===== config.mk =====
export PLATFORM = sky130hd
export DESIGN_NAME = jacobi_residual
export DESIGN_NICKNAME = d
export VERILOG_FILES = /design/src/rtl/jacobi_residual.sv
export SDC_FILE = /design/constraint.sdc
export NUM_CORES = 2
export LEC_CHECK = 0
export ABC_AREA = 1
export BUFFER_PORTS_ARGS = -buffer_cell sky130_fd_sc_hd__buf_2
export CORE_MARGIN = 1
export CORE_UTILIZATION = 40
export DETAILED_ROUTE_END_ITERATION = 10
export HOLD_SLACK_MARGIN = 0.08
export PLACE_DENSITY_LB_ADDON = 0.1
export SLEW_MARGIN = 20
export SYNTH_ARGS = -nofsm -noshare
export SYNTH_HDL_FRONTEND = slang
export SYNTH_SLANG_ARGS = --single-unit

===== constraint.sdc =====
create_clock -name clk -period 24.2 [get_ports clk]
set_clock_uncertainty 0.05 [all_clocks]
set_input_delay 1.21 -clock clk [delete_from_list [all_inputs] [get_ports clk]]
set_output_delay 1.21 -clock clk [all_outputs]
set_load 0.02 [all_outputs]

===== src/rtl/jacobi_residual.sv =====
// jacobi_residual: sequential residual checker for the fixed-point Jacobi solver.
// Snapshots A, b and x on start, then uses one multiply-accumulate per clock to
// form r = b - A*x row by row. It then reports max|r| and a converged flag
// (max|r| <= TOLERANCE).
// Optional build macro: JACOBI_RESIDUAL_SAT_EN
//   defined   -> each r[i] saturates to the signed W-bit range
//   undefined -> each r[i] keeps the low W bits of the difference (wrap)
module jacobi_residual #(
  parameter int          SIZE      = 3,
  parameter int          PRECISION = 16,
  parameter int          POINT     = 7,
  parameter int unsigned TOLERANCE = 1 << POINT
) (
  input  logic                                clk,
  input  logic                                I_RST,
  input  logic                                start,
  input  logic signed [PRECISION+POINT-1:0]   A [SIZE][SIZE],
  input  logic signed [PRECISION+POINT-1:0]   b [SIZE],
  input  logic signed [PRECISION+POINT-1:0]   x [SIZE],
  output logic signed [PRECISION+POINT-1:0]   r [SIZE],
  output logic        [PRECISION+POINT-1:0]   max_abs_r,
  output logic                                converged,
  output logic                                ready
);

  localparam int W      = PRECISION + POINT;
  localparam int IDX_W  = $clog2(SIZE);
  // Sized to hold a full sum of SIZE shifted 2W-bit products, so it never overflows.
  localparam int ACC_W  = 2 * W - POINT + $clog2(SIZE) + 1;
  localparam int DIFF_W = ACC_W + 1;

  localparam logic [W-1:0]       TOL_W   = W'(TOLERANCE);
  localparam logic [W-1:0]       ABS_MAX = {1'b0, {(W-1){1'b1}}};
  localparam logic [IDX_W-1:0]   LAST    = IDX_W'(SIZE - 1);

  typedef enum logic [1:0] {S_IDLE, S_MAC, S_FINISH, S_DONE} state_t;

  state_t                    r_state, w_state_nxt;

  logic signed [W-1:0]       r_a [SIZE][SIZE];
  logic signed [W-1:0]       r_b [SIZE];
  logic signed [W-1:0]       r_x [SIZE];
  logic        [IDX_W-1:0]   r_row, r_col;
  logic signed [ACC_W-1:0]   r_acc;
  logic signed [W-1:0]       r_res [SIZE];
  logic        [W-1:0]       r_max;
  logic                      r_conv;

  logic                      w_load, w_mac_en, w_fin_en;
  logic                      w_last_col, w_last_row;
  logic signed [2*W-1:0]     w_prod;
  logic signed [ACC_W-1:0]   w_prod_ext, w_sum;
  logic signed [DIFF_W-1:0]  w_diff;
  logic signed [W-1:0]       w_res;
  logic        [W-1:0]       w_abs, w_max;

  assign w_last_col = (r_col == LAST);
  assign w_last_row = (r_row == LAST);

  // State register; an asynchronous reset aborts any evaluation in flight.
  // NOTE: sequential state uses non-blocking assignments so every flop samples pre-edge values.
  always_ff @(posedge clk or posedge I_RST) begin
    if (I_RST) r_state <= S_IDLE;
    else       r_state <= w_state_nxt;
  end

  // Next-state logic: start is honoured only in IDLE and DONE.
  // NOTE: every combinational output gets a default first so no latch is inferred.
  always_comb begin
    w_state_nxt = r_state;
    unique case (r_state)
      S_IDLE:   if (start) w_state_nxt = S_MAC;
      S_MAC:    if (w_last_row && w_last_col) w_state_nxt = S_FINISH;
      S_FINISH: w_state_nxt = S_DONE;
      S_DONE:   if (start) w_state_nxt = S_MAC;
      default:  w_state_nxt = S_IDLE;
    endcase
  end

  // Output and strobe decode from the current state.
  always_comb begin
    ready    = (r_state == S_DONE);
    w_load   = ((r_state == S_IDLE) || (r_state == S_DONE)) && start;
    w_mac_en = (r_state == S_MAC);
    w_fin_en = (r_state == S_FINISH);
  end

  // Operand snapshot taken on the accepting edge; inputs are free afterwards.
  // NOTE: pure data storage with no reset; every word is loaded before it is read.
  always_ff @(posedge clk) begin
    if (w_load) begin
      r_a <= A;
      r_b <= b;
      r_x <= x;
    end
  end

  // One product per clock; the arithmetic shift keeps the sign of the product.
  assign w_prod     = r_a[r_row][r_col] * r_x[r_col];
  assign w_prod_ext = ACC_W'(w_prod >>> POINT);
  assign w_sum      = r_acc + w_prod_ext;
  assign w_diff     = DIFF_W'(r_b[r_row]) - DIFF_W'(w_sum);

`ifdef JACOBI_RESIDUAL_SAT_EN
  localparam logic signed [DIFF_W-1:0] SAT_HI = {{(DIFF_W-W+1){1'b0}}, {(W-1){1'b1}}};
  localparam logic signed [DIFF_W-1:0] SAT_LO = {{(DIFF_W-W+1){1'b1}}, {(W-1){1'b0}}};

  // Clamp the full-width difference into the signed W-bit range.
  always_comb begin
    if (w_diff > SAT_HI)      w_res = {1'b0, {(W-1){1'b1}}};
    else if (w_diff < SAT_LO) w_res = {1'b1, {(W-1){1'b0}}};
    else                      w_res = W'(w_diff);
  end
`else
  // Keep the low W bits of the difference (two's-complement wrap).
  always_comb begin
    w_res = W'(w_diff);
  end
`endif

  // Largest magnitude over the residual; |-2^(W-1)| is clamped to 2^(W-1)-1.
  always_comb begin
    w_max = '0;
    w_abs = '0;
    for (int i = 0; i < SIZE; i++) begin
      w_abs = r_res[i][W-1] ? (~r_res[i] + W'(1)) : r_res[i];
      if (w_abs[W-1]) w_abs = ABS_MAX;
      if (w_abs > w_max) w_max = w_abs;
    end
  end

  // Datapath: counters, accumulator, row writes and the FINISH summary.
  always_ff @(posedge clk or posedge I_RST) begin
    if (I_RST) begin
      r_row  <= '0;
      r_col  <= '0;
      r_acc  <= '0;
      r_max  <= '0;
      r_conv <= 1'b0;
      for (int i = 0; i < SIZE; i++) r_res[i] <= '0;
    end else if (w_load) begin
      r_row <= '0;
      r_col <= '0;
      r_acc <= '0;
    end else if (w_mac_en) begin
      if (w_last_col) begin
        r_res[r_row] <= w_res;
        r_acc        <= '0;
        r_col        <= '0;
        r_row        <= w_last_row ? '0 : r_row + IDX_W'(1);
      end else begin
        r_acc <= w_sum;
        r_col <= r_col + IDX_W'(1);
      end
    end else if (w_fin_en) begin
      r_max  <= w_max;
      r_conv <= (w_max <= TOL_W);
    end
  end

  assign r         = r_res;
  assign max_abs_r = r_max;
  assign converged = r_conv;

endmodule


==> results_dict.tcl <==
set metrics [dict create \
    routed_wl_um 113000 \
    cpMostUsedCell "nand2_1" \
    crit_path_max_fanout 45 \
    synth_area_um2 36600 \
    min-delay-start "max_abs_r[14]" \
    drt-pass1-iter-count 5 \
    slew_violations 0 \
    routedWlPerCell_um 19.4 \
    synth_cells 4215 \
    start_util_pct 40.6 \
    crit_path_top_delay_cell "nor2_4" \
    yosysUniqueCellTypes 54 \
    stdcell_count 5830 \
    worstReg2RegStart "r_row[0]" \
    finalWeightedCongestion 0.925 \
    finalHoldViolCount 0 \
    cts_hold_buf 0 \
    cts-resized-gates 0 \
    worst_slack_ns 12.37 \
    grt_pass1_vias 29100 \
    cts.clk_slew.worst_paths_ns 0.06 \
    overflow 0 \
    drc 0 \
    ant_nets 0 \
    cts_max_level 2 \
    period_needed_ns 11.83 \
    synth-async-reset-ratio_pct 26.0 \
    required_ns 24.67 \
    nets 5489 \
    met1_length_um 49800 \
    synth_edf_count 345 \
    cts_buffer_depth 3 \
    max_stage_delay_ns 0.61 \
    final.period_utilization_pct 48.9 \
    syn2layout_area_growth_pct 14.3 \
    grt_max_degree 165 \
    holdCritPathClass "register to register" \
    rsz0062_at_grt "false" \
    netlist_top_cells_area "edfxtp_1, fa_1, nand2_1" \
    ys_seq_area_share_pct 36.6 \
    ys_top_cells_by_count "nand2_1, inv_1, edfxtp_1" \
    cts_setup_buffers 0 \
    synth_top_cell_by_area "edfxtp_1" \
    yosysMostFrequentCell "nand2_1" \
    cts_buffers 52 \
    synth_top_area_share_pct 28.3 \
    syn_avg_cell_area_um2 8.69 \
    grt_pass1_wl_um 174000 \
    dieArea_um2 92800 \
    crit_type "register to register" \
    reg2reg_setup_slack_ns 12.37 \
    startpoint_type "register" \
    crit_arrival_ns 12.30 \
    max_freq_mhz 84.5 \
    cts_tree "yes" \
    max_cap_violations 0 \
    vias_per_cell 4.99 \
    finalSetupTns_ns 0 \
    r2r_end "r[22]" \
    drt_iter0_markers 1975 \
    die_h_um 305 \
    placed_cells 5723 \
    ios 442 \
    route.met3.wl_um 6880 \
    relSlewSlack_pct 29.6 \
    core_area_um2 90300 \
    dr_total_vias 29100 \
    insertion_delay_ns 0.64 \
    top_layer "met5" \
    synth_fp_nets 5103 \
    chipWidth_um 305 \
    whs_ns 0.421 \
    track_usage_pct 24.4 \
    worstSetupEndpointType "register" \
    tightest_slew_ns 1.06 \
    cts_sinks 466 \
    rows 110 \
    root_buffer "clkbuf_16" \
    whs_path_depth 2 \
    hold_path_end "max_abs_r[14]" \
    synth-seq-cells 466 \
    status "finished clean" \
    setup_viol 0 \
    r2r_cells 49 \
    drive_gt1_share_pct 13.2 \
    port_buffers 440 \
    grt_antenna_before_repair 24 \
    hpwlAfterDp_um 88600 \
    yosysWarnings 0 \
    dr_wl_met2_um 54200 \
    synthFlopType "edfxtp_1" \
    post-place-ws_ns 12.39 \
]
[kinds of logic (layout without fill, tap and decap cells)]
group / Yosys count / count (layout) / synth area share [%]
adders and majority gates: 540 / 540 / 25.4
xor gates and xnor gates: 94 / 94 / 2.25
and+or+nand+nor: 1738 / 1738 / 19.5
AOI/OAI and AO/OA: 406 / 406 / 6.04
other: 1 / 12 / 0.0102
buffers and inverters: 970 / 1398 / 10.2
DFF: 466 / 466 / 36.6
[flip-flops by register name (all words and copies together) (netlist names)]
register and flops:
r_a 207, r 69, r_b 69, r_x 69, r_acc 23, max_abs_r 22
r_col 2, r_row 2, r_state 2, converged 1
[placed cells by master, fill, tap and decap left out, types with 42 or more instances in the layout]
cell	instances
nor2_1	131
buf_4	42
o21ai_0	210
ha_1	200
nand3_1	283
a21oi_1	123
edfxtp_1	345
dfrtp_1	121
buf_2	440
xor2_1	67
nand2_1	1220
inv_1	808
fa_1	340
clkbuf_16	53
[how the worst max path moves through the flow]
| stage | from | to | cells past startpoint |
|---|---|---|---|
| after CTS | r_row[0] | r[68] | 49 |
| after global placement | r_row[0] | r[22] | 49 |
| after detailed placement | r_row[0] | r[68] | 49 |
| after floorplan | r_row[0] | r[22] | 56 |
| final | r_row[0] | r[22] | 49 |
| after global routing | r_row[0] | r[68] | 53 |
[per-layer routing]
layer / track usage, % / vias to the layer above
met3: 4.53 / 153
met2: 41.3 / 831
li1: - / 14000
met5: 0 / -
met1: 32.6 / 14100
met4: 5.16 / 26
[layout make-up]
type / count / area [um^2]
clock buffer: 64 / 1410
multi-input combinational: 2779 / 19600
tap: 1176 / 1470
fill: 9029 / 48400
inverter: 819 / 3090
timing repair buffer: 483 / 2540
clock inverter: 32 / 360
sequential: 466 / 13400
antenna: 11 / 27.5
[worst max-delay path, delay by kind of cell (launching register included)]
kind / cells / cell delay, ns
compound gates: 7 / 1.16
buf+inv: 10 / 1.91
fa+ha+maj: 10 / 4.72
xor+xnor: 3 / 0.54
flops: 1 / 0.33
simple gates: 19 / 2.94
[stage by stage]
step | instance area, um^2 | util [%]
after floorplan | 36600 | -
after global placement | 40100 | 44.4
after detailed placement | 40100 | 44.4
after CTS | 41800 | 46.3
after global routing | 41900 | 46.4
final | 41900 | 46.4
Power is left out: the tool's default activity adds up to more than one toggle a clock period on the data nets, which glitch-free logic cannot reach.
